$ cat src/rtl/cache_pkg.sv
// rtl/cache_pkg.sv - shared PLRU defaults, types and tree helpers for the cache controllers
package cache_pkg;

  localparam int WAYS_DEF    = 4;
  localparam int S_INDEX_DEF = 4;
  localparam int WAY_W       = $clog2(WAYS_DEF);

  typedef logic [WAYS_DEF-2:0] plru_t;
  typedef logic [WAY_W-1:0]    way_idx_t;

  typedef enum logic [1:0] {
    IDLE  = 2'd0,
    DRAIN = 2'd1,
    FLUSH = 2'd2
  } flush_state_t;

  // Node i has children 2i+1 / 2i+2; a 0 bit steers the victim walk left.
  function automatic way_idx_t plru_victim(plru_t tree);
    way_idx_t way;
    way_idx_t node;
    way  = '0;
    node = '0;
    for (int lvl = 0; lvl < WAY_W; lvl++) begin
      way  = way_idx_t'({way, tree[node]});
      node = way_idx_t'(32'(node) * 2 + 32'd1 + 32'(tree[node]));
    end
    return way;
  endfunction

  function automatic plru_t plru_update(plru_t tree, way_idx_t way);
    plru_t    t;
    way_idx_t node;
    way_idx_t w;
    logic     bit_v;
    t    = tree;
    node = '0;
    w    = way;
    for (int lvl = 0; lvl < WAY_W; lvl++) begin
      bit_v   = w[WAY_W-1];
      w       = way_idx_t'({w, 1'b0});
      t[node] = ~bit_v;
      node    = way_idx_t'(32'(node) * 2 + 32'd1 + 32'(bit_v));
    end
    return t;
  endfunction

endpackage

$ cat src/rtl/plru_flush_seq.sv
// rtl/plru_flush_seq.sv - flush FSM and set counter; owns array port 1 while clearing
module plru_flush_seq
  import cache_pkg::*;
#(
  parameter int S_INDEX = S_INDEX_DEF
) (
  input  logic               clk,
  input  logic               rst_n,
  input  logic               flush_req,
  output logic               flush_busy,
  output logic               accept_en,
  output logic               flush_start,
  output logic               flush_we,
  output logic [S_INDEX-1:0] flush_addr
);

  flush_state_t       r_state;
  flush_state_t       w_state_nxt;
  logic [S_INDEX-1:0] r_cnt;
  logic [S_INDEX-1:0] w_cnt_nxt;
  logic               r_live;

  always_ff @(posedge clk) begin
    if (!rst_n) begin
      r_state <= IDLE;
      r_cnt   <= '0;
      r_live  <= 1'b0;
    end else begin
      r_state <= w_state_nxt;
      r_cnt   <= w_cnt_nxt;
      r_live  <= 1'b1;
    end
  end

  // A flush request wins over a same-cycle access, so the pipeline only has
  // the already-accepted stage-1 entry to retire during DRAIN.
  always_comb begin
    w_state_nxt = r_state;
    w_cnt_nxt   = r_cnt;
    flush_busy  = 1'b0;
    accept_en   = 1'b0;
    flush_start = 1'b0;
    flush_we    = 1'b0;
    flush_addr  = '0;
    case (r_state)
      IDLE: begin
        if (r_live && flush_req) begin
          flush_start = 1'b1;
          w_state_nxt = DRAIN;
        end else begin
          accept_en = r_live;
        end
      end
      DRAIN: begin
        flush_busy  = 1'b1;
        w_cnt_nxt   = '0;
        w_state_nxt = FLUSH;
      end
      FLUSH: begin
        flush_busy = 1'b1;
        flush_we   = 1'b1;
        flush_addr = r_cnt;
        w_cnt_nxt  = r_cnt + 1'b1;
        if (&r_cnt) begin
          w_state_nxt = IDLE;
        end
      end
      default: begin
        w_state_nxt = IDLE;
      end
    endcase
  end

endmodule

$ cat src/rtl/plru_update_ctrl.sv
// rtl/plru_update_ctrl.sv - tree PLRU hit/victim selection and update with flush sequencer
// Optional hit/miss counters are enabled by defining PLRU_PERF_CNT_EN.
module plru_update_ctrl
  import cache_pkg::*;
#(
  parameter int S_INDEX = S_INDEX_DEF,
  parameter int WAYS    = WAYS_DEF
) (
  input  logic                      clk,
  input  logic                      rst_n,
  input  logic                      req_valid,
  output logic                      req_ready,
  input  logic [S_INDEX-1:0]        req_set,
  input  logic                      req_hit,
  input  logic [$clog2(WAYS)-1:0]   req_way,
  input  logic [WAYS-1:0]           req_vmask,
  output logic                      rsp_valid,
  output logic [$clog2(WAYS)-1:0]   rsp_way,
  input  logic                      flush_req,
  output logic                      flush_busy,
`ifdef PLRU_PERF_CNT_EN
  output logic [31:0]               hit_cnt,
  output logic [31:0]               miss_cnt,
`endif
  output logic                      lru_csb0,
  output logic                      lru_web0,
  output logic [S_INDEX-1:0]        lru_addr0,
  input  logic [WAYS-2:0]           lru_dout0,
  output logic                      lru_csb1,
  output logic                      lru_web1,
  output logic [S_INDEX-1:0]        lru_addr1,
  output logic [WAYS-2:0]           lru_din1
);

  localparam int WIDTH = WAYS - 1;

  logic               w_accept_en;
  logic               w_flush_start;
  logic               w_flush_we;
  logic [S_INDEX-1:0] w_flush_addr;
  logic               w_accept;

  logic               r_s1_valid;
  logic [S_INDEX-1:0] r_s1_set;
  logic               r_s1_hit;
  way_idx_t           r_s1_way;
  logic [WAYS-1:0]    r_s1_vmask;

  plru_t              w_tree;
  logic               w_inv_found;
  way_idx_t           w_inv_way;
  way_idx_t           w_sel;
  logic               w_s1_live;
  logic [WIDTH-1:0]   w_s1_din;

  plru_flush_seq #(
    .S_INDEX (S_INDEX)
  ) u_flush_seq (
    .clk         (clk),
    .rst_n       (rst_n),
    .flush_req   (flush_req),
    .flush_busy  (flush_busy),
    .accept_en   (w_accept_en),
    .flush_start (w_flush_start),
    .flush_we    (w_flush_we),
    .flush_addr  (w_flush_addr)
  );

  assign req_ready = w_accept_en;
  assign w_accept  = req_valid && w_accept_en;
  assign lru_csb0  = !w_accept;
  assign lru_web0  = 1'b1;
  assign lru_addr0 = w_accept ? req_set : '0;

  always_ff @(posedge clk) begin
    if (!rst_n) begin
      r_s1_valid <= 1'b0;
      r_s1_set   <= '0;
      r_s1_hit   <= 1'b0;
      r_s1_way   <= '0;
      r_s1_vmask <= '0;
    end else begin
      r_s1_valid <= w_accept;
      if (w_accept) begin
        r_s1_set   <= req_set;
        r_s1_hit   <= req_hit;
        r_s1_way   <= way_idx_t'(req_way);
        r_s1_vmask <= req_vmask;
      end
    end
  end

  // Same-set back-to-back accesses rely on the array forwarding port 1 to port 0.
  assign w_tree = plru_t'(lru_dout0);

  always_comb begin
    w_inv_found = 1'b0;
    w_inv_way   = '0;
    for (int i = WAYS - 1; i >= 0; i--) begin
      if (!r_s1_vmask[i]) begin
        w_inv_found = 1'b1;
        w_inv_way   = way_idx_t'(i);
      end
    end
  end

  always_comb begin
    if (r_s1_hit) begin
      w_sel = r_s1_way;
    end else if (w_inv_found) begin
      w_sel = w_inv_way;
    end else begin
      w_sel = plru_victim(w_tree);
    end
  end

  // An asserted reset swallows the stage-1 entry so no response or write escapes.
  assign w_s1_live = r_s1_valid && rst_n;
  assign w_s1_din  = plru_update(w_tree, w_sel);
  assign rsp_valid = w_s1_live;
  assign rsp_way   = w_s1_live ? w_sel : '0;

  always_comb begin
    lru_csb1  = 1'b1;
    lru_web1  = 1'b1;
    lru_addr1 = '0;
    lru_din1  = '0;
    if (w_flush_we) begin
      lru_csb1  = 1'b0;
      lru_web1  = 1'b0;
      lru_addr1 = w_flush_addr;
    end else if (w_s1_live) begin
      lru_csb1  = 1'b0;
      lru_web1  = 1'b0;
      lru_addr1 = r_s1_set;
      lru_din1  = w_s1_din;
    end
  end

`ifdef PLRU_PERF_CNT_EN
  logic [31:0] r_hit_cnt;
  logic [31:0] r_miss_cnt;

  always_ff @(posedge clk) begin
    if (!rst_n || w_flush_start) begin
      r_hit_cnt  <= '0;
      r_miss_cnt <= '0;
    end else if (w_s1_live) begin
      if (r_s1_hit && !(&r_hit_cnt)) begin
        r_hit_cnt <= r_hit_cnt + 32'd1;
      end
      if (!r_s1_hit && !(&r_miss_cnt)) begin
        r_miss_cnt <= r_miss_cnt + 32'd1;
      end
    end
  end

  assign hit_cnt  = r_hit_cnt;
  assign miss_cnt = r_miss_cnt;
`endif

endmodule

$ cat config.mk
export PLATFORM = sky130hd
export DESIGN_NAME = plru_update_ctrl
export DESIGN_NICKNAME = d
export VERILOG_FILES = /design/src/rtl/cache_pkg.sv /design/src/rtl/plru_flush_seq.sv /design/src/rtl/plru_update_ctrl.sv
export SDC_FILE = /design/constraint.sdc
export NUM_CORES = 1
export LEC_CHECK = 0
export ABC_CLOCK_PERIOD_IN_PS = 1750
export BUFFER_PORTS_ARGS = -buffer_cell sky130_fd_sc_hd__clkbuf_2
export CAP_MARGIN = 20
export CORE_UTILIZATION = 48
export CTS_CLUSTER_DIAMETER = 200
export DETAILED_ROUTE_END_ITERATION = 8
export PLACE_DENSITY = 0.78
export SYNTH_ARGS = -nofsm -noshare
export SYNTH_HDL_FRONTEND = slang
export SYNTH_SLANG_ARGS = --single-unit
$ cat constraint.sdc
create_clock -name clk -period 1.75 [get_ports clk]
set_input_delay 0.2625 -clock clk [delete_from_list [all_inputs] [get_ports clk]]
set_output_delay 0.2625 -clock clk [all_outputs]
set_load 0.02 [all_outputs]
==> flow_metrics.tcl <==
set metrics [dict create \
    status "finished with violations" \
    violations "negative setup slack" \
    yosysSeqAreaShare_pct 36.1 \
    insertion_delay_ns 0.30 \
    numCtsBuffers 3 \
    final_cell_mix "nand2_1 (28), clkbuf_2 (26), dfxtp_1 (13), buf_4 (12), a21boi_0 (10)" \
    drcViolationCount 0 \
    hold_viol 0 \
    core.rowCount 16 \
    total_power_w 0.00133 \
    crit_fanout 3 \
    fin_crit_sh_pct 106 \
    ctsHoldBuffers 0 \
    vias 1042 \
    cts-root-buf "clkbuf_4" \
    grt_max_degree 23 \
    reg2reg_depth 8 \
    crit_arrival_ns 1.60 \
    clock_tree.buffer_depth 2 \
    max_freq_mhz 538 \
    setup_slack_ns -0.108 \
    p_leak_nw 0.631 \
    layout.nets 195 \
    io_buffers 36 \
    rsz0062_at_grt "yes" \
    route.detailed.wl_per_inst_um 12.5 \
    drt-initial-drc-count 10 \
    hpwl_um 1670 \
    yosysWarnings 0 \
    area.growth.synth_to_final_pct 42.8 \
    avgSynthCellArea_um2 8.17 \
    htreeDepth 1 \
    syn-num-nets 151 \
    grt_first_pass_wirelength_um 4150 \
    finalSetupViolations 10 \
    overflow 0 \
    cpPeakStageDelay_ns 0.36 \
    syn_inst 129 \
    ys_types 33 \
    wirelength_um 2490 \
    start_util_pct 52.1 \
    cts.sinks 19 \
    drtPass1Iterations 4 \
    dpl.cell_count 188 \
    slowest_stage "dfxtp_2" \
    grt_antenna_before_repair 0 \
    cp-start-kind "flop" \
    maxCapViolations 0 \
    powerDensity_nw_per_um2 886 \
    worstPathRequired_ns 1.49 \
    fp.dieW_um 48.9 \
    dp_slack_ns -0.0103 \
    cts_tree "yes" \
    place_congestion 0.841 \
    whs_ns 0.183 \
    endpoint_kind "primary output" \
    whs_path_depth 3 \
    synth_seq_cells 19 \
    path_clk_slew_ns 0.10 \
    worstPathCellList "nand3b_1 -> a32oi_2 -> nor2_2 -> a2111oi_4 -> buf_4" \
    num_antenna_cells 0 \
    die-area_um2 2390 \
    hold_class "input port to flop" \
    ant_nets 0 \
    die_h_um 48.9 \
    core_um2 2020 \
    drv_slew 0 \
    crit_type "flop to primary output" \
    grt_pass1_vias 944 \
    min_period_ns 1.86 \
    io_pins 38 \
    skew_ns 0.00831 \
    vias_per_cell 5.24 \
    grt_use_total_pct 22.1 \
    ir_worst_vdd_mv 0.729 \
    drive_gt1_share_pct 48.3 \
    stdcell_count 199 \
    synth_area_um2 1050 \
    tns_ns -0.363 \
    mostFrequentLayoutCell "nand2_1" \
]
==> critical path: cells and delay by family, from the launching register on <==
kind	cells	cell delay, ns
AOI/OAI and AO/OA	2	0.57
DFF	1	0.36
buffers and inverters	1	0.19
and+or+nand+nor	2	0.18
==> metrics by stage <==
stage / instance area [µm²] / utilization [%]
after floorplan: 1060 / -
after detailed placement: 1240 / 61.5
after global placement: 1240 / 61.5
final: 1500 / 74.4
after global routing: 1500 / 74.4
after CTS: 1470 / 72.5
==> flip-flops by register name, summed over array words and instances (netlist names) <==
register,cells
r_s1_hit,1
r_s1_valid,1
r_s1_vmask,4
r_s1_way,2
u_flush_seq.r_state,2
u_flush_seq.r_cnt,4
r_s1_set,4
u_flush_seq.r_live,1
==> cell usage after synthesis, drive strengths merged <==
library cell	count	area [µm²]
a2111oi	2	17.5
a21boi	10	75.1
a21oi	1	5.00
a22oi	1	7.51
a31o	1	8.76
a32o	1	10.0
a32oi	2	17.5
and2	6	42.5
and3	5	37.5
and3b	1	8.76
buf	5	56.3
clkbuf	4	15.0
conb	1	3.75
dfxtp	19	380
ha	4	50.1
inv	5	21.3
mux2i	1	10.0
nand2	28	105
nand2b	3	18.8
nand3	5	25.0
nand3b	3	22.5
nand4b	1	8.76
nor2	6	22.5
nor2b	2	12.5
nor3	1	5.00
o21a	4	30.0
o21ai	6	30.0
o22ai	1	6.26
==> cell type report <==
cell class	count	area, µm²
Multi-Input combinational cell	96	681
Fill cell	159	518
Timing Repair Buffer	48	345
Sequential cell	19	390
Tap cell	27	33.8
Clock buffer	3	22.5
Clock inverter	1	5.00
Inverter	5	26.3
==> cell families after synthesis <==
| family | Yosys count | share of synthesized area, % |
|---|---|---|
| simple gates | 61 | 29.3 |
| compound gates | 29 | 19.7 |
| flops | 19 | 36.1 |
| buf+inv | 14 | 8.79 |
| fa+ha+maj | 4 | 4.75 |
| mux | 1 | 0.950 |
| other cells | 1 | 0.356 |
==> routing by layer <==
metal / up-vias / global-route usage, % / wire length, µm / part of all wire, %
li1: 523 / - / - / -
met1: 474 / 27.7 / 1100 / 44
met2: 43 / 37.7 / 1220 / 49
met3: 2 / 5.61 / 158 / 6.3
met4: 0 / 5.39 / 16 / 0.64
met5: - / 0 / 0 / 0
==> timing repair <==
item	in CTS	in global routing
resized for setup	44	12
setup buffers	4	3
pin swaps	8	13
endpoints found under the hold margin	0	0
setup endpoints to repair	15	13
==> where the power goes <==
| group | internal [W] | switching (W) |
|---|---|---|
| Sequential | 0.000475 | 0.0000353 |
| Clock | 0.0000851 | 0.000137 |
| Combinational | 0.000290 | 0.000310 |
| Total | 0.000850 | 0.000482 |
==> worst paths after layout <==
path,startpoint,endpoint,slack (ns)
worst max-delay path,r_s1_vmask[3]$_SDFFE_PN0N_,lru_din1[1],-0.11
worst min-delay path,req_vmask[1],r_s1_vmask[1]$_SDFFE_PN0N_,0.18
worst max register to register,u_flush_seq.r_state[1]$_SDFFE_PN0P_,r_s1_set[0]$_SDFFE_PN0N_,0.07
worst min register to register,r_s1_way[0]$_SDFFE_PN0N_,r_s1_way[0]$_SDFFE_PN0N_,0.47
(Power assumes the default switching activity.)
